==> src/rtl/mc_control_unit.sv <==
// ---------------------------------------------------------------------------
// mc_control_unit
//
// Multi-cycle control unit. Sequences each instruction through
// FETCH -> DECODE -> EXEC -> MEM -> WB and drives the datapath enables that
// belong to each step. Memory accesses (instruction fetch and lw/sw data)
// wait on a mem_ready handshake. A wait counter bounds each wait. If the
// wait runs out, mem_err pulses and the unit goes back to FETCH.
//
// Supported opcodes: lw, sw, ori, lui, mul, jr. Any other opcode raises
// illegal_op in DECODE.
//
// Ports:
//   clk          rising-edge clock
//   rst          synchronous active-high reset
//   instruction  opcode from the IR, sampled only in DECODE
//   mem_ready    memory completes the current request this cycle
//   pc_write     PC update enable
//   ir_write     IR load enable
//   mem_req      memory request (fetch or data)
//   memread, memwrite, memtoreg, reg_write, reg_dst, alusrc, branch
//                datapath controls
//   aluop        ALU operation class, latched in DECODE
//   state        current state, for debug
//   instr_done   one-cycle pulse when an instruction retires
//   illegal_op   one-cycle pulse on an undecodable opcode
//   mem_err      one-cycle pulse when a memory wait times out
//
// Optional feature (macro MUL_MULTICYCLE_EN):
//   When defined, mul stays in EXEC for MUL_CYCLES cycles. A 4-bit counter
//   is loaded on EXEC entry and counts the cycles down.
//   When undefined, mul takes a single EXEC cycle and no counter exists.
// ---------------------------------------------------------------------------
module mc_control_unit #(
    parameter int OPCODE_W    = 6,
    parameter int MEM_TIMEOUT = 15,
    parameter int MUL_CYCLES  = 4
) (
    input  logic                clk,
    input  logic                rst,
    input  logic [OPCODE_W-1:0] instruction,
    input  logic                mem_ready,
    output logic                pc_write,
    output logic                ir_write,
    output logic                mem_req,
    output logic                memread,
    output logic                memwrite,
    output logic                memtoreg,
    output logic                reg_write,
    output logic                reg_dst,
    output logic                alusrc,
    output logic                branch,
    output logic [1:0]          aluop,
    output logic [2:0]          state,
    output logic                instr_done,
    output logic                illegal_op,
    output logic                mem_err
);

    typedef enum logic [2:0] {
        FETCH  = 3'd0,
        DECODE = 3'd1,
        EXEC   = 3'd2,
        MEM    = 3'd3,
        WB     = 3'd4
    } state_t;

    localparam logic [OPCODE_W-1:0] OP_LW  = OPCODE_W'(6'b100011);
    localparam logic [OPCODE_W-1:0] OP_SW  = OPCODE_W'(6'b101011);
    localparam logic [OPCODE_W-1:0] OP_ORI = OPCODE_W'(6'b001101);
    localparam logic [OPCODE_W-1:0] OP_LUI = OPCODE_W'(6'b001111);
    localparam logic [OPCODE_W-1:0] OP_MUL = OPCODE_W'(6'b011010);
    localparam logic [OPCODE_W-1:0] OP_JR  = OPCODE_W'(6'b001000);

    // The counter holds the number of cycles already spent waiting. The
    // current waiting cycle is the last allowed one when the counter is one
    // below the timeout.
    localparam logic [7:0] WAIT_LAST = 8'(MEM_TIMEOUT - 1);

    state_t                state_q, state_d;
    logic [7:0]            waitCnt_q, waitCnt_d;
    logic [OPCODE_W-1:0]   opcode_q, opcode_d;
    logic [1:0]            aluop_q, aluop_d;
    logic                  waitExpired;
`ifdef MUL_MULTICYCLE_EN
    logic [3:0]            mulCnt_q, mulCnt_d;
`endif

    function automatic logic isKnownOp(input logic [OPCODE_W-1:0] op);
        return (op == OP_LW) || (op == OP_SW) || (op == OP_ORI) ||
               (op == OP_LUI) || (op == OP_MUL) || (op == OP_JR);
    endfunction

    // State, latched opcode/aluop and the wait counter. Reset puts the unit
    // back in FETCH and drops any instruction in flight.
    always_ff @(posedge clk) begin
        if (rst) begin
            state_q   <= FETCH;
            waitCnt_q <= '0;
            opcode_q  <= '0;
            aluop_q   <= '0;
`ifdef MUL_MULTICYCLE_EN
            mulCnt_q  <= '0;
`endif
        end else begin
            state_q   <= state_d;
            waitCnt_q <= waitCnt_d;
            opcode_q  <= opcode_d;
            aluop_q   <= aluop_d;
`ifdef MUL_MULTICYCLE_EN
            mulCnt_q  <= mulCnt_d;
`endif
        end
    end

    // Next-state and output decode. The outputs come from the current state
    // and the latched opcode. The exceptions are the handshake responses
    // (mem_ready) and the DECODE-time opcode check (instruction).
    always_comb begin
        state_d     = state_q;
        opcode_d    = opcode_q;
        aluop_d     = aluop_q;
        waitCnt_d   = waitCnt_q;
        waitExpired = 1'b0;
`ifdef MUL_MULTICYCLE_EN
        mulCnt_d    = mulCnt_q;
`endif
        pc_write    = 1'b0;
        ir_write    = 1'b0;
        mem_req     = 1'b0;
        memread     = 1'b0;
        memwrite    = 1'b0;
        memtoreg    = 1'b0;
        reg_write   = 1'b0;
        reg_dst     = 1'b0;
        alusrc      = 1'b0;
        branch      = 1'b0;
        instr_done  = 1'b0;
        illegal_op  = 1'b0;
        mem_err     = 1'b0;

        case (state_q)
            FETCH: begin
                mem_req = 1'b1;
                memread = 1'b1;
                if (mem_ready) begin
                    ir_write = 1'b1;
                    pc_write = 1'b1;
                    state_d  = DECODE;
                end else if (waitCnt_q == WAIT_LAST) begin
                    waitExpired = 1'b1;
                    mem_err     = 1'b1;
                    state_d     = FETCH;
                end
            end

            DECODE: begin
                opcode_d = instruction;
                aluop_d  = {instruction[2], instruction[0]};
                if (isKnownOp(instruction)) begin
                    state_d = EXEC;
`ifdef MUL_MULTICYCLE_EN
                    mulCnt_d = 4'(MUL_CYCLES);
`endif
                end else begin
                    illegal_op = 1'b1;
                    state_d    = FETCH;
                end
            end

            EXEC: begin
                alusrc  = (opcode_q == OP_LW) || (opcode_q == OP_SW) ||
                          (opcode_q == OP_ORI) || (opcode_q == OP_LUI);
                reg_dst = (opcode_q == OP_MUL);
                if (opcode_q == OP_JR) begin
                    branch     = 1'b1;
                    pc_write   = 1'b1;
                    instr_done = 1'b1;
                    state_d    = FETCH;
                end else if ((opcode_q == OP_LW) || (opcode_q == OP_SW)) begin
                    state_d = MEM;
                end else if (opcode_q == OP_MUL) begin
`ifdef MUL_MULTICYCLE_EN
                    // The counter was loaded with the full EXEC length on
                    // entry. The cycle that sees 1 is the last one.
                    if (mulCnt_q <= 4'd1) begin
                        state_d = WB;
                    end else begin
                        mulCnt_d = mulCnt_q - 4'd1;
                    end
`else
                    state_d = WB;
`endif
                end else begin
                    state_d = WB;
                end
            end

            MEM: begin
                mem_req  = 1'b1;
                alusrc   = 1'b1;
                memread  = (opcode_q == OP_LW);
                memwrite = (opcode_q == OP_SW);
                if (mem_ready) begin
                    if (opcode_q == OP_SW) begin
                        instr_done = 1'b1;
                        state_d    = FETCH;
                    end else begin
                        state_d = WB;
                    end
                end else if (waitCnt_q == WAIT_LAST) begin
                    // The store is abandoned, so no write strobe is issued
                    // in the abort cycle.
                    waitExpired = 1'b1;
                    memwrite    = 1'b0;
                    mem_err     = 1'b1;
                    state_d     = FETCH;
                end
            end

            WB: begin
                reg_write  = 1'b1;
                memtoreg   = (opcode_q == OP_LW);
                reg_dst    = (opcode_q == OP_MUL);
                instr_done = 1'b1;
                state_d    = FETCH;
            end

            default: begin
                state_d = FETCH;
            end
        endcase

        // The counter restarts whenever FETCH or MEM is entered. A timeout
        // re-enters FETCH even though the state value does not change.
        if (waitExpired || (state_d != state_q)) begin
            waitCnt_d = '0;
        end else if (mem_req && !mem_ready) begin
            waitCnt_d = waitCnt_q + 8'd1;
        end

        // While reset is held, every strobe is forced low. This means an
        // aborted instruction cannot emit a final write pulse.
        if (rst) begin
            {pc_write, ir_write, mem_req, memread, memwrite, memtoreg,
             reg_write, reg_dst, alusrc, branch, instr_done, illegal_op,
             mem_err} = '0;
        end
    end

    assign state = state_q;
    assign aluop = aluop_q;

endmodule

==> config.mk <==
export PLATFORM = sky130hd
export DESIGN_NAME = mc_control_unit
export DESIGN_NICKNAME = d
export VERILOG_FILES = /design/src/rtl/mc_control_unit.sv
export SDC_FILE = /design/constraint.sdc
export NUM_CORES = 1
export LEC_CHECK = 0
export ABC_AREA = 0
export CORE_UTILIZATION = 43
export DETAILED_ROUTE_END_ITERATION = 8
export PLACE_DENSITY = 0.75
export SETUP_SLACK_MARGIN = 0.15
export SYNTH_ARGS = -nofsm -noshare
export SYNTH_HDL_FRONTEND = slang
export SYNTH_SLANG_ARGS = --single-unit
==> constraint.sdc <==
create_clock -name clk -period 1.85 [get_ports clk]
set_input_delay 0.37 -clock clk [delete_from_list [all_inputs] [get_ports clk]]
set_output_delay 0.37 -clock clk [all_outputs]
set_load 0.03 [all_outputs]
==> results of run 1 <==
-- stage by stage --
| step | setup slack [ns] | hold slack (ns) | total power [uW] | setup TNS, ns | util (%) |
|---|---|---|---|---|---|
| 2_1_floorplan | -0.164 | 0.458 | 497 | -0.364 | - |
| 3_3_place_gp | -0.233 | 0.478 | 575 | -1.17 | 71.4 |
| 3_5_place_dp | -0.302 | 0.483 | 580 | -1.42 | 71.4 |
| 4_1_cts | -0.517 | 0.496 | 810 | -3.04 | 82.7 |
| 5_1_grt | -0.611 | 0.505 | 882 | -3.93 | 87.8 |
| 6_report | -0.533 | 0.461 | 850 | -3.38 | 87.8 |
-- power by group through the flow --
| stage | Clock [uW] | Sequential [uW] | Combinational [uW] |
|---|---|---|---|
| after floorplan | 0 | 395 | 102 |
| final | 211 | 386 | 253 |
| after global routing | 228 | 387 | 266 |
| after detailed placement | 0 | 393 | 187 |
| after CTS | 205 | 387 | 218 |
| after global placement | 0 | 392 | 182 |
-- tightest hold or removal path, stage by stage --
cell and delay, ns:
clkbuf_2 0.12, buf_4 0.11, mux2i_1 0.05, nor2_1 0.07
-- per-layer routing --
layer  share of wire, %  global-route usage (%)  vias up
li1                   -                       -      596
met1                 39                    33.7      647
met2                 51                    52.4       83
met3                6.4                    3.57       21
met4                3.6                    11.6        0
met5                  0                       0        -
-- placed cells by master (no fill, tap or decap), types with 4 or more instances in the layout --
master	instances
mux2i_1	6
a21oi_1	4
dfxtp_2	5
buf_6	18
nand3_1	5
nor2_1	15
nand2_1	5
nor3_1	4
clkdlybuf4s15_1	4
dlygate4sd2_1	7
buf_4	40
xor2_1	5
dfxtp_1	10
-- logic make-up (layout without fill, tap and decap cells) --
logic type               after synthesis  after routing  share of synthesized area (%)
AO/OA/AOI/OAI                         18             18                           11.6
XOR/XNOR                               7              7                           6.64
adder cells (fa/ha/maj)                2              2                           2.42
buffers and inverters                  9             81                           4.35
flip-flops                            17             17                           32.9
multiplexers                           6              6                           5.80
AND/OR/NAND/NOR                       65             65                           36.4
-- what timing repair did --
action / CTS / global route
setup buffers: 8 / 10
pin swaps: 5 / 15
endpoints found under the setup margin: 26 / 23
endpoints found under the hold margin: 0 / 0
gates resized for setup: 51 / 15
-- layout make-up --
class                      count  area, um2  share of cell area [%]
sequential                    17        354                    18.0
inverter                       3       15.0                   0.765
clock inverter                 1       5.00                   0.255
clock buffer                   3       22.5                    1.15
multi-input combinational     98        851                    43.4
timing repair buffer          74        679                    34.6
tap                           28       35.0                    1.79
-- how the worst min path moves through the flow --
stage / end / slack [ns] / cells after the start
finish: opcode_q[0] / 0.46 / 4
global route: opcode_q[0] / 0.50 / 4
CTS: waitCnt_q[7] / 0.50 / 2
detailed placement: waitCnt_q[7] / 0.48 / 2
global placement: waitCnt_q[7] / 0.48 / 2
floorplan: waitCnt_q[7] / 0.46 / 2
-- sequential cells by signal, summed over array words and instances, names as in the netlist --
register,flops
opcode_q,6
state,3
waitCnt_q,8
==> summary.md, run 1 <==
| Metric | Value |
|---|---|
| Outcome | `finished, violations left` |
| Failing checks | `setup timing` |
| Post-synth top area share | `32.9%` |
| Die Ht | `51.1 um` |
| CP required | `1.48 ns` |
| # diodes | `0` |
| Slew headroom | `75.6%` |
| Worst r2r dst | `waitCnt_q[7]` |
| Maximum clock path buffer count | `2` |
| Post-synthesis cell count | `124` |
| VDD IR max | `402 uV` |
| Comb pwr share | `29.8%` |
| Slew @ Worst Pin | `0.366 ns` |
| CP cell instances | `or4b_4, or4_4, buf_4, nor2_4, buf_6` |
| Clk_lat worst skew | `0.30 ns` |
| F_max | `420 MHz` |
| HP Start | `instruction[0]` |
| Cell area after synthesis | `1040 um2` |
| RSZ-0062 raised after global routing | `true` |
| Vias/cell | `6.01` |
| Clock Skews | `0.0106 ns` |
| #FFs+latches synth | `17` |
| Hold Vio Cnt, Final | `0` |
| Setup WS post-layout | `-0.533 ns` |
| Max Cap Viol | `0` |
| Filler Cells Inserted | `101` |
| Antenna viol nets, final | `0` |
| Library cells used by synthesis | `46` |
| Final GP Congestion | `0.855` |
| Ys async rst share | `0%` |
| Crit. End Element | `output pin` |
| Die Wd | `51.1 um` |
| Post-Syn Nets | `135` |
| Pwr/cell area | `433 nW/um2` |
| Syn-to-layout area delta | `89.4%` |
| Reg power frac | `45.4%` |
| Pins Over Slew Limit | `0` |
| Post-synth top area cell | `dfxtp_1` |
| Top_reg_cell synth | `dfxtp_1` |
| Cell internal pwr | `583 uW` |
| CTS tree | `yes` |
| Top post-synthesis cells by count | `nor2_1, dfxtp_1, nor3_1` |
| Worst setup path endpoint | `branch` |
| Fin crit period | `2.38 ns` |
| Design Area, Final | `1960 um2` |
| Clk network pwr share | `24.8%` |
| Hold-fix buffers, CTS | `0` |
| Hold WC Path Type | `input port to flip-flop` |
| Syn Area/Cell | `8.35 um2` |
| Delay-heaviest family, CP | `simple AND/OR/NAND/NOR gates` |
| Buffers on Ports | `26` |
| Switching Share | `31.4%` |
| Detail Placement HPWL | `2260 um` |
| Largest net degree at the start of global routing | `11` |
| Layout Nets | `208` |
| Switching power | `267 uW` |
| DRC violations left | `0` |
| Crit Path Max Fanout | `3` |
| First-pass GRT wire length | `5600 um` |
| Tcrit/Tclk final | `129%` |
| First DRT Iteration DRCs | `84` |
| Starting density of the core | `46.4%` |
| DR WL/cell | `18.8 um` |
| Total wire length | `4210 um` |
| GRT overflow | `0` |
| Worst setup path category | `flip-flop to output pin` |
| Non-Filler Instances | `224` |
| Depth of the CTS H-tree | `1` |
| Ys Warns | `0` |
| Worst setup startpoint | `opcode_q[5]` |
| Dpl cell area | `1600 um2` |
| CTS sink cnt | `17` |
| Die Area | `2610 um2` |
| Lkg Pwr | `0.000815 uW` |
| Most common cell in the netlist | `nor2_1` |
| Placed instance count | `202` |
| Stages on the worst setup path | `5` |
| Worst path arrival time | `2.01 ns` |
| FF-to-FF Start | `waitCnt_q[0]` |
| First drt pass iteration count | `4` |
| Layout cells sized above 1 | `53.6%` |
| GR Util All Layers | `28.8%` |
| Max stage delay on crit path | `0.55 ns` |
| CP startpoint kind | `flip-flop` |
| Vias | `1,347` |
| Number of global-route vias before repair | `1,253` |
| Core Region | `2230 um2` |
| Clk slew on worst S/H paths | `0.10 ns` |
| Post-synth EDFFs | `0` |
| Initial antenna violation count | `0` |
| WP buf/inv | `2` |
| Worst reg-to-reg setup slack | `0.14 ns` |
| Setup violators final | `10` |
| Inserted Clock Buffers | `3` |
| Sequential area share after synthesis | `32.9%` |
| Crit path max-delay cell type | `or4b_4` |
| Root buffer cell | `clkbuf_4` |
| Reg2Reg Depth | `8` |
| Synth area leaders | `dfxtp_1, nor2_1, mux2i_1, xor2_1, nor3_1` |
| FP Rows | `17` |
| Ports | `27` |
Note: power is estimated with default switching activity, not from simulation.
==> run 2: changes to the inputs <==
--- a/config.mk
+++ b/config.mk
@@ -5,8 +5,8 @@
 export SDC_FILE = /design/constraint.sdc
 export NUM_CORES = 1
 export LEC_CHECK = 0
-export ABC_AREA = 0
-export CORE_UTILIZATION = 43
+export ABC_AREA = 1
+export CORE_UTILIZATION = 44
 export DETAILED_ROUTE_END_ITERATION = 8
 export PLACE_DENSITY = 0.75
 export SETUP_SLACK_MARGIN = 0.15
==> run 2 against run 1 <==
The flow now finishes without violations. Clock skew down 0.0065 ns. Setup slack improved by 0.57 ns. Sequential power grew 5%. First-iteration DRC count is 55% lower. Wire length is 23% lower. Non-clock buffer count shrank 13. Flip-flop and latch count is the same. Largest cell class unchanged.
==> summary.md, run 2 <==
| Metric | Value |
|---|---|
| Reg2Reg Depth | `10 (+2)` |
| Buffers on Ports | `26 (unchanged)` |
| Clk slew on worst S/H paths | `0.10 ns (about the same)` |
| VDD IR max | `373 uV (-7.1%)` |
| Clk_lat worst skew | `0.27 ns (-0.03 ns)` |
| Pre-CTS setup slack | `-0.0970 ns (+0.205 ns)` |
| CP required | `1.48 ns (about the same)` |
| Hold-fix buffers, CTS | `0 (unchanged)` |
| RSZ-0062 raised after global routing | `true` |
| Post-synthesis adder-cell area fraction | `2.18% (-0.23 points)` |
| Most common cell in the netlist | `nor2_1` |
| Die Ht | `53.1 um (+3.9%)` |
| #FFs+latches synth | `17 (unchanged)` |
| Non-Filler Instances | `267 (+19%)` |
| Worst path arrival time | `1.44 ns (-0.57 ns)` |
| # diodes | `0 (unchanged)` |
| Setup WS post-layout | `0.0399 ns (+0.572 ns)` |
| Post-synth top area share | `29.7% (-3.2 points)` |
| Design Area, Final | `1930 um2 (-1.8%)` |
| Fin crit period | `1.81 ns (-0.572 ns)` |
| Syn Area/Cell | `6.52 um2 (-22%)` |
| Compound-Gate Fraction of Synth Area | `9.81% (-1.8 points)` |
| Root buffer cell | `clkbuf_4` |
| Placed instance count | `240 (+19%)` |
| Lkg Pwr | `0.000896 uW (+9.9%)` |
| Ys Warns | `0 (unchanged)` |
| Number of global-route vias before repair | `1,186 (-5.3%)` |
| Post-synth EDFFs | `0 (unchanged)` |
| Final GP Congestion | `0.838 (-2.0%)` |
| Sequential area share after synthesis | `29.7% (-3.2 points)` |
| Synth area leaders | `dfxtp_1, nor2_1, inv_1, nand2_1, nand3_1` |
| DRC violations left | `0 (unchanged)` |
| Tcrit/Tclk final | `97.8% (-31 points)` |
| Post-synthesis mux area share | `0.872% (-4.9 points)` |
| Most frequent cells in the layout | `buf_4, nand2_1, nor2_1, inv_1, dlygate4sd2_1` |
| Clock Skews | `0.00408 ns (-0.00648 ns)` |
| Setup violators final | `0 (-10)` |
| First drt pass iteration count | `4 (unchanged)` |
| Hold WC Path Type | `flip-flop to flip-flop` |
| Post-synth top area cell | `dfxtp_1` |
| Max FFs per register | `8 (unchanged)` |
| Worst setup path category | `flip-flop to output pin` |
| DR WL/cell | `12.2 um (-35%)` |
| Library cells used by synthesis | `29 (-37%)` |
| Starting density of the core | `46.3% (-0.073 points)` |
| Die Wd | `53.1 um (+3.9%)` |
| GR Util All Layers | `23.6% (-5.2 points)` |
| Vias/cell | `5.06 (-16%)` |
| Pins Over Slew Limit | `0 (unchanged)` |
| GRT overflow | `0 (unchanged)` |
| Slew @ Worst Pin | `0.306 ns (-0.0606 ns)` |
| Dpl cell area | `1570 um2 (-1.8%)` |
| CP startpoint kind | `flip-flop` |
| Post-synthesis cell count | `176 (+42%)` |
| WHS Path Cells | `2 (-2)` |
| Post-Synth XOR/XNOR Area | `4.58% (-2.1 points)` |
| Detail Placement HPWL | `2110 um (-6.7%)` |
| Crit Path Max Fanout | `4 (+1)` |
| Worst reg-to-reg setup slack | `0.32 ns (+0.18 ns)` |
| First DRT Iteration DRCs | `38 (-55%)` |
| CTS tree | `yes` |
| Initial antenna violation count | `0 (unchanged)` |
| Hold Vio Cnt, Final | `0 (unchanged)` |
| Ports | `27 (unchanged)` |
| Die Area | `2820 um2 (+7.9%)` |
| Outcome | `finished clean` |
| FP Rows | `18 (+1)` |
| Final core utilization | `77.8% (-10 points)` |
| Inserted Clock Buffers | `3 (unchanged)` |
| Commonest non-fill, non-tap cell in the layout | `buf_4` |
| Largest Register | `waitCnt_q` |
| Largest net degree at the start of global routing | `10 (-1)` |
| Layout cells sized above 1 | `47.7% (-5.9 points)` |
| Sum Neg Setup Slack | `0 ns (+3.38 ns)` |
| Depth of the CTS H-tree | `1 (unchanged)` |
| Syn-to-layout area delta | `67.9%` |
| Total wire length | `3260 um (-23%)` |
| Maximum clock path buffer count | `2 (unchanged)` |
| Max Cap Viol | `0 (unchanged)` |
| Crit. End Element | `output pin` |
| Layout Nets | `249 (+20%)` |
| Antenna viol nets, final | `0 (unchanged)` |
| Top_reg_cell synth | `dfxtp_1` |
| Main combinational cell family by area after synthesis | `simple AND/OR/NAND/NOR gates` |
| Core Region | `2480 um2 (+11%)` |
| Filler Cells Inserted | `176 (+74%)` |
| Synth Area in Simple Gates | `40.8% (+4.4 points)` |
| Pwr/cell area | `449 nW/um2 (+3.6%)` |
| Slew headroom | `79.7% (+4.1 points)` |
| Post-Syn Nets | `187 (+39%)` |
| Vias | `1,352 (+0.37%)` |
| F_max | `552 MHz (+32%)` |
| Cell area after synthesis | `1150 um2 (+11%)` |
| CTS sink cnt | `17 (unchanged)` |
| Ys async rst share | `0% (unchanged)` |
| Top post-synthesis cells by count | `nor2_1, inv_1, nand2_1` |
| First-pass GRT wire length | `4980 um (-11%)` |
-- run 2: changes by cell type in the layout (fill, tap and decap cells not counted), sizes merged, moves of 4 or more --
| cell | before | now |
|---|---|---|
| inv | 2 | 29 |
| nand2 | 5 | 32 |
| nor2 | 18 | 37 |
| buf | 61 | 48 |
| nand3 | 6 | 16 |
| mux2i | 6 | 1 |
| o21ai | 4 | 9 |
| a21oi | 5 | 9 |
| clkdlybuf4s15 | 4 | 0 |
| dlygate4sd2 | 7 | 11 |
| nor3 | 8 | 4 |
-- run 2: final timing paths --
path,startpoint,to
worst max-delay path,state[2],instr_done
worst min-delay path,opcode_q[5],opcode_q[5]
worst max register to register,waitCnt_q[0],waitCnt_q[0]
worst min register to register,opcode_q[5],opcode_q[5]
-- run 2: metrics by stage --
stage / power (uW) / hold slack (ns)
2_1_floorplan: 546 / 0.477
3_3_place_gp: 615 / 0.499
3_5_place_dp: 618 / 0.505
4_1_cts: 844 / 0.528
5_1_grt: 919 / 0.548
6_report: 865 / 0.533
-- run 2: logic make-up after synthesis --
kind of cell / count (synthesis)
compound gates: 21
xor+xnor: 6
fa+ha+maj: 2
buf+inv: 33
flops: 17
mux: 1
simple gates: 96
-- run 2: per-layer routing --
layer / GRT usage [%] / share of wire [%] / up-vias / wire length (um)
li1: - / - / 684 / -
met1: 27.5 / 42 / 627 / 1370
met5: 0 / 0 / - / 0
met2: 43.7 / 52 / 35 / 1700
met3: 3.16 / 4.5 / 6 / 148
met4: 7.46 / 1.5 / 0 / 48
-- run 2: area by class of cell --
cell class                      instances  area [um2]  share of cell area [%]
Clock buffer                            4        26.3                    1.36
Tap cell                               30        37.5                    1.95
Multi-Input combinational cell        126         870                    45.1
Sequential cell                        17         367                    19.0
Timing Repair Buffer                   61         513                    26.6
Inverter                               29         114                    5.91
-- run 2: where the power goes --
part | switching, uW | internal [uW]
Clock | 106 | 83.4
Combinational | 147 | 124
Sequential | 25.0 | 379
Total | 278 | 587
-- run 2: worst max-delay path, cell delays in order, from the launching register on --
cell	delay (ns)
dfxtp_4	0.38
inv_4	0.08
nand2_4	0.07
nor4_4	0.34
nor2_1	0.09
o21ai_2	0.07
buf_6	0.14
-- run 2: timing repair --
| item | CTS | global route |
|---|---|---|
| buffers inserted | 17 | 6 |
| setup endpoints to repair | 17 | 14 |
| cloned | 0 | 0 |
| gates resized for setup | 52 | 18 |
| pin swaps | 12 | 11 |
